**src/rtl/pc_fetch_unit.sv**
```systemverilog
// pc_fetch_unit: owns the fetch PC, issues imem reads and hands instructions to decode
module pc_fetch_unit #(
  parameter logic [31:0] RESET_PC = 32'h0000_0000
) (
  input  logic        clk,
  input  logic        reset,
  input  logic        pc_src,
  input  logic [31:0] target_address,
  output logic        imem_req,
  output logic [31:0] imem_addr,
  input  logic        imem_ack,
  input  logic [31:0] imem_rdata,
  output logic        instr_valid,
  input  logic        instr_ready,
  output logic [31:0] instr,
  output logic [31:0] instr_pc,
  output logic [31:0] pc_plus4
);
  typedef enum logic [1:0] {FETCH, DRAIN, HOLD} state_t;
  state_t      state;
  logic [31:0] fetch_pc;
  logic [31:0] pending_target;
  logic [31:0] tgt;
  assign tgt       = {target_address[31:2], 2'b00};
  assign imem_req  = !reset && state != HOLD;
  assign imem_addr = fetch_pc;
  assign pc_plus4  = instr_pc + 32'd4;
  always_ff @(posedge clk) begin
    if (reset) begin
      state          <= FETCH;
      fetch_pc       <= {RESET_PC[31:2], 2'b00};
      pending_target <= '0;
      instr_valid    <= 1'b0;
      instr          <= '0;
      instr_pc       <= '0;
    end else begin
      case (state)
        FETCH:
          if (imem_ack) begin
            if (pc_src) fetch_pc <= tgt;
            else begin
              instr       <= imem_rdata;
              instr_pc    <= fetch_pc;
              instr_valid <= 1'b1;
              fetch_pc    <= fetch_pc + 32'd4;
              state       <= HOLD;
            end
          end else if (pc_src) begin
            pending_target <= tgt;
            state          <= DRAIN;
          end
        // the in-flight read must complete before the redirect takes effect
        DRAIN:
          if (imem_ack) begin
            fetch_pc <= pc_src ? tgt : pending_target;
            state    <= FETCH;
          end else if (pc_src) pending_target <= tgt;
        HOLD:
          if (pc_src) begin
            instr_valid <= 1'b0;
            fetch_pc    <= tgt;
            state       <= FETCH;
          end else if (instr_ready) begin
            instr_valid <= 1'b0;
            state       <= FETCH;
          end
        default: state <= FETCH;
      endcase
    end
  end
endmodule
```
**config.mk**
```make
export PLATFORM = sky130hd
export DESIGN_NAME = pc_fetch_unit
export DESIGN_NICKNAME = d
export VERILOG_FILES = /design/src/rtl/pc_fetch_unit.sv
export SDC_FILE = /design/constraint.sdc
export NUM_CORES = 1
export LEC_CHECK = 0
export CORE_MARGIN = 5
export CORE_UTILIZATION = 52
export CTS_BUF_LIST = sky130_fd_sc_hd__clkbuf_4
export DETAILED_ROUTE_END_ITERATION = 7
export GPL_ROUTABILITY_DRIVEN = 0
export PLACE_DENSITY = 0.95
export SLEW_MARGIN = 15
export SYNTH_ARGS = -nofsm -noshare
export SYNTH_HDL_FRONTEND = slang
export SYNTH_SLANG_ARGS = --single-unit
```
**constraint.sdc**
```tcl
create_clock -name clk -period 6.08 [get_ports clk]
set_input_delay 0.608 -clock clk [delete_from_list [all_inputs] [get_ports clk]]
set_output_delay 0.608 -clock clk [all_outputs]
set_load 0.03 [all_outputs]
```
# After elaboration in Yosys (flattened, before gate mapping)
# Index checks and enable logic that the tools add are counted.
[op_classes]
addsub = 2
eq_ne = 10
n_mux = 18
n_bitwise = 2
reduce_logical = 11
[ops]
columns = ["operator", "n"]
rows = [
  ["32-bit 2-to-1 mux", 5],
  ["32-bit case mux with 3 select lines", 1],
  ["32-bit by 3-bit adder with 32-bit output, second input constant", 2],
  ["2-bit 2-to-1 mux", 6],
  ["4-bit AND reduction", 3],
  ["2-bit != test, second input constant", 5],
  ["3-bit != test, second input constant", 3],
  ["2-bit case mux with 3 select lines", 1],
  ["1-bit 2-to-1 mux", 4],
  ["3-bit AND reduction", 1],
  ["3-bit nonzero test", 1],
  ["2-bit by 1-bit == test with 1-bit output, second input constant", 1],
  ["2-bit == test, second input constant", 1],
  ["2-bit zero test", 1],
  ["1-bit inverter", 2],
  ["1-bit case mux with 2 select lines", 1],
  ["2-bit AND reduction", 1],
  ["2-bit nonzero test", 1],
  ["2-bit OR reduction", 1],
  ["1-bit logical AND", 1],
  ["1-bit zero test", 1],
]
[word_totals]
ff_bits = 131
in_bits = 69
out_inout_bits = 130
word_cells = 49

# Depth between registers and ports, before layout
# Gate-level depths: netlist (run 1).
[depth]
word_depth = 4
mapped_depth = 10
mapped_depth_nobuf = 7

# Least setup slack after synthesis (run 1)
# OpenSTA, ideal clock, no wires.
[synth_timing]
kind = "register -> output"
start = "register instr_pc[6]"
end = "output pc_plus4[31]"
t_arrival_ns = 2.334
required_ns = 5.472
setup_slack_ns = 3.138
path_stages_with_launch = 6
n_path_buf = 0
cell_sequence = "dfxtp_1 -> nand3_1 -> nor4_1 -> nand2_1 -> nor3_1 -> xor2_1"
[synth_between]
elab_chain_len = 1
[synth_lines]
columns = ["item", "line", "text"]
rows = [
  ["start: declaration", "16", "output logic [31:0] instr_pc,"],
  ["start signal: assignment", "43", "instr_pc <= fetch_pc;"],
  ["32-bit by 3-bit adder with 32-bit output", "27", "assign pc_plus4 = instr_pc + 32'd4;"],
  ["end: declaration", "17", "output logic [31:0] pc_plus4"],
]
# Every way passes these cells.

# Worst setup path in the final report (run 1)
[layout_timing]
start = "register instr_pc[2]"
end = "output pc_plus4[30]"
# Same word-level chain as after synthesis.

==> qor.csv, run 1 <==
stage,metric,value,unit
yosys,yosys-top-cells-count,"nand2_1 (218), dfxtp_1 (131), a21oi_1 (125)",
setup_path,end_kind,primary output,
drt,wl_met2,9.101,mm
setup_path,path_depth,7,
sta,setup_viol,0,
clock_tree,cts_max_level,4,
floorplan,io_pins,199,
global_route,grt_pass1_wl,29.93,mm
setup_path,critPathTopFamily,simple AND/OR/NAND/NOR gates,
yosys,synth_top_area_cell,dfxtp_1,
clock_tree,root_buffer,clkbuf_4,
power_and_ir_drop,combPwrFrac,25.6,%
clock_tree,clk_pin_slew,0.11,ns
cells_and_area,fill_cells,912,
sta,tns,0,ns
setup_path,cp_slowest_cell,clkdlybuf4s50_1,
sta,hold_ws,0.4362,ns
setup_path,worstReg2RegStart,state[0],
setup_path,cp-startpoint,instr_pc[2],
drt,drt_iter0_drc,586,
clock_tree,cts_buffers,17,
setup_path,worst-path-buf-inv,1,
global_route,grt_usage,24.98,%
flow_run,cap_violations,0,
sta,hold_viol,0,
drt,vias,6711,
global_route,grt_start_max_net_pins,87,
yosys,ys_seq_area_share,41.32,%
placed_design,dpl_cell_area,0.008313,sq mm
floorplan,dieArea,0.01451,sq mm
clock_tree,cts.repair.resized,0,
cells_and_area,nets,1068,
power_and_ir_drop,vdd_drop_max,0.0001531,V
setup_path,crit_path_end,pc_plus4[30],
drt,dr_wl_met3,1.759,mm
yosys,synth_top_area_share,41.32,%
yosys,synth.most_common_cell,nand2_1,
sta,fmax,266.3,MHz
yosys,synth_fp_nets,907,
drt,routed_wl,18.81,mm
yosys,synth_area_leaders,"dfxtp_1 (41%), nand2_1 (13%), a21oi_1 (9.9%)",
drt,via_per_inst,5.826,
clock_tree,clockBufferDepth,2,
yosys,synth_top_flop_cell,dfxtp_1,
setup_path,cp.arrival,3.15,ns
cells_and_area,antenna_cells,0,
sta,max-slew-margin-rel,23.15,%
cells_and_area,drive_gt1_share,6.070,%
floorplan,die_x,120.5,microns
setup_path,max_stage_delay,0.69,ns
yosys,avgSynthCellArea,7.628,sq um
sta,tightest_slew,1.153,ns
power_and_ir_drop,sw_frac_of_total,33.04,%
power_and_ir_drop,power,2097,uW
cells_and_area,final_area,0.008567,sq mm
clock_tree,insertion_delay,0.53,ns
yosys,synthCells,832,
clock_tree,cts_tree,built,
yosys,synth-edff-count,0,
drt,firstDrtPassIters,7,
sta,grt_setup_unrepaired,no,
yosys,synth_cell_types,53,
placed_design,hpwl,13.40,mm
clock_tree,ctsHoldBuffers,0,
yosys,yosys_warnings,0,
setup_path,start_kind,flop,
drt,final_antenna_net_count,0,
power_and_ir_drop,p_int,1404,uW
floorplan,die_h,120.5,microns
setup_path,crit_type,reg -> out,
sta,clock-skew-final,0.01512,ns
setup_path,regToRegSetupSlack,3.21,ns
clock_tree,cts_sinks,131,
power_and_ir_drop,power_frac_clock,26.6,%
power_and_ir_drop,power.share.sequential,47.7,%
placed_design,dp.cells,1121,
setup_path,reg2regPathDepth,8,
floorplan,core_area,0.01201,sq mm
yosys,netlist_area,0.006346,sq mm
power_and_ir_drop,power_density,244.8,mW/mm^2
power_and_ir_drop,power.leakage,0.002933,uW
floorplan,start_util,52.83,%
sta,post-route-min-period,3.755,ns
setup_path,crit_path_cell_trace,"ha_1, nand3_1, nor4_2, nand2_1, nor2_1, xnor2_1, clkdlybuf4s50_1",
setup_path,crit_path_max_fanout,8,
sta,fin_crit_sh,61.76,%
power_and_ir_drop,netSwitchingPower,693.0,uW
yosys,ys_seq_elements,131,
floorplan,rows,40,
worst_hold_path,worstHoldPathType,in -> reg,
drt,drc,0,
setup_path,worstPathRequired,5.47,ns
global_route,antenna_found_initial,1,
cells_and_area,layout.cells.non_filler,1152,
sta,slew_viol_final,0,
placed_design,port_buffers,196,
drt,routed.top_layer,met5,
global_route,overflow,0,
status,outcome,finished clean,
cells_and_area,area_growth,35.00,%
yosys,async_flop_share,0,%
drt,wire_per_inst,16.33,microns
drt,met1_length,7.627,mm
global_route,first_global_vias,6083,
setup_path,r2r-end,imem_addr[13],
clock_tree,cts_setup_buffers,0,
[state kept, by name, summed over array words and instances, names as in the netlist]
register and cells:
imem_addr 32, instr 32, instr_pc 32, pending_target 32, state 2, instr_valid 1
[worst min-delay path by stage]
stage / start / end / slack [ns] / depth (start not counted)
after floorplan: pending_target[3] / pending_target[3] / 0.43 / 2
after global placement: instr[15] / instr[15] / 0.44 / 2
after detailed placement: instr[8] / instr[8] / 0.45 / 2
after CTS: reset / imem_addr[0] / 0.41 / 2
after global routing: reset / state[0] / 0.42 / 2
final: reset / state[0] / 0.44 / 2
[cells by family after synthesis]
| kind of cell | count (synthesis) | synth area share [%] |
|---|---|---|
| adders and majority gates | 6 | 1.183 |
| xor gates and xnor gates | 38 | 5.244 |
| AOI/OAI and AO/OA | 230 | 22.08 |
| and+or+nand+nor | 341 | 24.23 |
| DFF | 131 | 41.32 |
| buffers and inverters | 81 | 5.126 |
| muxes | 5 | 0.8084 |
[worst register-to-register path, cell delays in order, from the launching register on]
cell and delay, ns:
dfxtp_1 0.44, inv_1 0.10, ha_1 0.39, inv_1 0.26, nor3_2 0.62, buf_4 0.38, a22o_1 0.23, a21oi_1 0.05
a221oi_1 0.32
[cells in the final DEF, fill, tap and decap left out, types with 9 or more instances in the layout]
cell type / netlist / layout
nand2_1: 218 / 218
dfxtp_1: 131 / 131
nor4_1: 14 / 14
a21oi_1: 125 / 125
xor2_1: 12 / 12
a221oi_1: 25 / 25
nor2_1: 28 / 27
nand4_1: 14 / 14
buf_4: 2 / 9
xnor2_1: 26 / 26
clkbuf_4: 0 / 23
o21ai_0: 38 / 37
nand3_1: 23 / 23
inv_1: 19 / 19
clkdlybuf4s50_1: 0 / 194
[power by group through the flow]
stage / logic (uW) / clock network, uW / registers (uW)
3_5_place_dp: 532 / 0 / 1020
5_1_grt: 574 / 599 / 1010
2_1_floorplan: 237 / 0 / 1080
4_1_cts: 535 / 567 / 998
3_3_place_gp: 522 / 0 / 1010
6_report: 537 / 559 / 1000
[routing by layer]
metal	vias up	track usage, %
li1	3222	-
met1	3123	30.87
met2	324	41.84
met3	40	8.419
met4	2	6.445
met5	-	0
[final cells by class]
cell class | count | area [sq um] | area share (%)
tap | 147 | 183.9 | 2.147
inverter | 19 | 71.32 | 0.8325
multi-input combinational | 620 | 3416 | 39.87
sequential | 131 | 2623 | 30.61
clock buffer | 23 | 172.7 | 2.015
clock inverter | 8 | 86.33 | 1.008
timing repair buffer | 204 | 2014 | 23.51
[through the flow]
stage | util (%) | setup WS, ns
3_3_place_gp | 69.21 | 2.585
5_1_grt | 71.32 | 2.072
6_report | 71.32 | 2.325
4_1_cts | 71.36 | 2.232
3_5_place_dp | 69.21 | 2.558
2_1_floorplan | - | 3.138
(Power assumes the default switching activity.)
==> run 2, diff against run 1 <==
--- a/config.mk
+++ b/config.mk
@@ -6,11 +6,11 @@
 export NUM_CORES = 1
 export LEC_CHECK = 0
 export CORE_MARGIN = 5
-export CORE_UTILIZATION = 52
+export CORE_UTILIZATION = 48
 export CTS_BUF_LIST = sky130_fd_sc_hd__clkbuf_4
 export DETAILED_ROUTE_END_ITERATION = 7
 export GPL_ROUTABILITY_DRIVEN = 0
-export PLACE_DENSITY = 0.95
+export PLACE_DENSITY = 0.9
 export SLEW_MARGIN = 15
 export SYNTH_ARGS = -nofsm -noshare
 export SYNTH_HDL_FRONTEND = slang
==> constraint.sdc (replaced) <==
create_clock -name clk -period 3.6 [get_ports clk]
set_input_delay 0.36 -clock clk [delete_from_list [all_inputs] [get_ports clk]]
set_output_delay 0.36 -clock clk [all_outputs]
set_load 0.03 [all_outputs]
==> run 2 against run 1 <==
- setup slack worse by 2.1 ns
- critical path depth unchanged
- first-iteration DRC count down 7.8%
- sequential cell count unchanged
- combinational power up 71%
- clock power up 65%
- critical endpoint is now pc_plus4[31]
- highest routed layer is now met4
==> qor.csv, run 2 (synthesis gave the netlist of run 1 again) <==
stage,metric,value,unit,change
cells_and_area,antenna_cells,0,,unchanged
clock_tree,clockBufferDepth,2,,unchanged
sta,slew_viol_final,0,,unchanged
clock_tree,cts_max_level,4,,unchanged
sta,worst_slack,0.2192,ns,-2.106 ns
floorplan,die_h,125.0,microns,+3.7%
clock_tree,clk_pin_slew,0.10,ns,about the same
power_and_ir_drop,vdd_drop_max,0.0002520,V,+65%
floorplan,start_util,48.50,%,-4.3 points
drt,drc,0,,unchanged
global_route,first_global_vias,6021,,-1.0%
power_and_ir_drop,power.share.sequential,47.8,%,about the same
clock_tree,cts_tree,built,,
setup_path,r2r-end,imem_addr[14],,
setup_path,cp_slowest_cell,clkdlybuf4s50_1,,
global_route,overflow,0,,unchanged
drt,via_per_inst,5.506,,-5.5%
power_and_ir_drop,power.leakage,0.002986,uW,+1.8%
flow_run,cap_violations,0,,unchanged
clock_tree,ctsHoldBuffers,0,,unchanged
setup_path,regToRegSetupSlack,0.93,ns,-2.28 ns
worst_hold_path,worstHoldPathType,in -> reg,,
sta,max-slew-margin-rel,27.31,%,+4.2 points
sta,tightest_slew,1.088,ns,-0.06499 ns
cells_and_area,area_growth,36.77,%,
global_route,grt_pass1_wl,29.77,mm,-0.53%
placed_design,dp_worst_setup_slack,0.6972,ns,-1.861 ns
setup_path,worstPathRequired,3.24,ns,-2.23 ns
power_and_ir_drop,power_density,406.7,mW/mm^2,+66%
floorplan,core_area,0.01309,sq mm,+8.9%
sta,setup_viol,0,,unchanged
drt,vias,6547,,-2.4%
drt,drt_iter0_drc,540,,-7.8%
sta,hold_viol,0,,unchanged
global_route,grt_usage,22.56,%,-2.4 points
setup_path,crit_path_cell_trace,"nand4_1, nor4_1, buf_4, nand2_1, nor3_1, xor2_1, clkdlybuf4s50_1",,
power_and_ir_drop,netSwitchingPower,1168,uW,+69%
cells_and_area,layout.cells.most_common_list,"nand2_1 (218), clkdlybuf4s50_1 (195), dfxtp_1 (131)",,
sta,tns,0,ns,unchanged
setup_path,crit_type,reg -> out,,
worst_hold_path,hold_start,imem_rdata[26],,
clock_tree,cts_sinks,131,,unchanged
setup_path,start_kind,flop,,
power_and_ir_drop,sw_frac_of_total,33.10,%,+0.058 points
clock_tree,cts_buffers,17,,unchanged
setup_path,cp.arrival,3.02,ns,-0.13 ns
floorplan,rows,42,,+5.0%
status,outcome,finished clean,,
drt,wire_per_inst,15.42,microns,-5.6%
power_and_ir_drop,power_frac_clock,26.1,%,-0.5 points
power_and_ir_drop,combPwrFrac,26.1,%,+0.5 points
sta,hold_ws,0.3769,ns,-0.05924 ns
worst_hold_path,min_to,instr[26],,
sta,grt_setup_unrepaired,no,,
cells_and_area,final_common_cell,nand2_1,,
drt,final_antenna_net_count,0,,unchanged
drt,firstDrtPassIters,6,,-1
clock_tree,cts.repair.resized,0,,unchanged
placed_design,port_buffers,196,,unchanged
floorplan,dieArea,0.01562,sq mm,+7.6%
worst_hold_path,whs_path_depth,3,,+1
placed_design,hpwl,13.33,mm,-0.51%
floorplan,die_x,125.0,microns,+3.7%
sta,clock-skew-final,0.01294,ns,-0.002182 ns
cells_and_area,drive_gt1_share,6.318,%,+0.25 points
global_route,antenna_found_initial,0,,-1
cells_and_area,nets,1076,,+0.75%
sta,post-route-min-period,3.381,ns,
sta,fmax,295.8,MHz,
clock_tree,root_buffer,clkbuf_4,,
sta,fin_crit_sh,93.91,%,
power_and_ir_drop,p_int,2361,uW,+68%
floorplan,io_pins,199,,unchanged
setup_path,reg2regPathDepth,8,,unchanged
setup_path,worstReg2RegStart,state[0],,
global_route,grt_start_max_net_pins,71,,-18%
clock_tree,insertion_delay,0.52,ns,about the same
setup_path,max_stage_delay,0.69,ns,about the same
setup_path,end_kind,primary output,,
setup_path,crit_path_max_fanout,6,,-2
drt,routed_wl,18.33,mm,-2.6%
clock_tree,cts_setup_buffers,0,,unchanged
==> run 2: cell count changes in the layout (fill, tap and decap cells not counted), sizes merged <==
cell	change
clkdlybuf4s50	+1
buf	+7
clkinv	+2
clkbuf	-2
==> run 2: worst max-delay path, delay by kind of cell (launching register included) <==
family	cells	cell delay (ns)
DFF	1	0.45
and+or+nand+nor	4	0.98
xor gates and xnor gates	1	0.17
buffers and inverters	2	0.89
==> run 2: area by class of cell <==
type / instances / area [sq um]
inverter: 19 / 71.32
tap: 176 / 220.2
fill: 1104 / 4405
clock buffer: 21 / 157.7
clock inverter: 10 / 91.34
multi-input combinational: 620 / 3425
timing repair buffer: 212 / 2092
sequential: 131 / 2623
==> run 2: worst max-delay path by stage <==
stage,start,slack [ns],cells after the start,to
5_1_grt,instr_pc[16],0.05,6,pc_plus4[31]
4_1_cts,instr_pc[2],0.07,7,pc_plus4[30]
2_1_floorplan,instr_pc[6],0.91,5,pc_plus4[31]
6_report,instr_pc[4],0.22,7,pc_plus4[31]
3_3_place_gp,instr_pc[2],0.73,7,pc_plus4[30]
3_5_place_dp,instr_pc[2],0.70,7,pc_plus4[30]
==> run 2: layer usage <==
| metal | wire length, microns | GRT usage [%] |
|---|---|---|
| met1 | 7574 | 28.34 |
| met4 | 399 | 8.355 |
| met3 | 1698 | 7.249 |
| met2 | 8659 | 36.41 |
| met5 | 0 | 0 |
==> run 2: power groups by stage <==
stage,clock network (uW),registers (uW),logic [uW]
global placement,0,1710,900
CTS,951,1680,918
finish,922,1690,920
floorplan,0,1830,400
global route,1000,1700,988
detailed placement,0,1720,916
==> run 2: through the flow <==
| stage | cell area, sq um | cells | utilization (%) | power (uW) |
|---|---|---|---|---|
| after CTS | 8671 | 1189 | 66.27 | 3552 |
| after detailed placement | 8422 | 1158 | 64.36 | 2632 |
| after global routing | 8680 | 1189 | 66.33 | 3693 |
| after floorplan | 6346 | 832 | - | 2230 |
| after global placement | 8422 | 1158 | 64.36 | 2609 |
| final | 8680 | 1189 | 66.33 | 3530 |
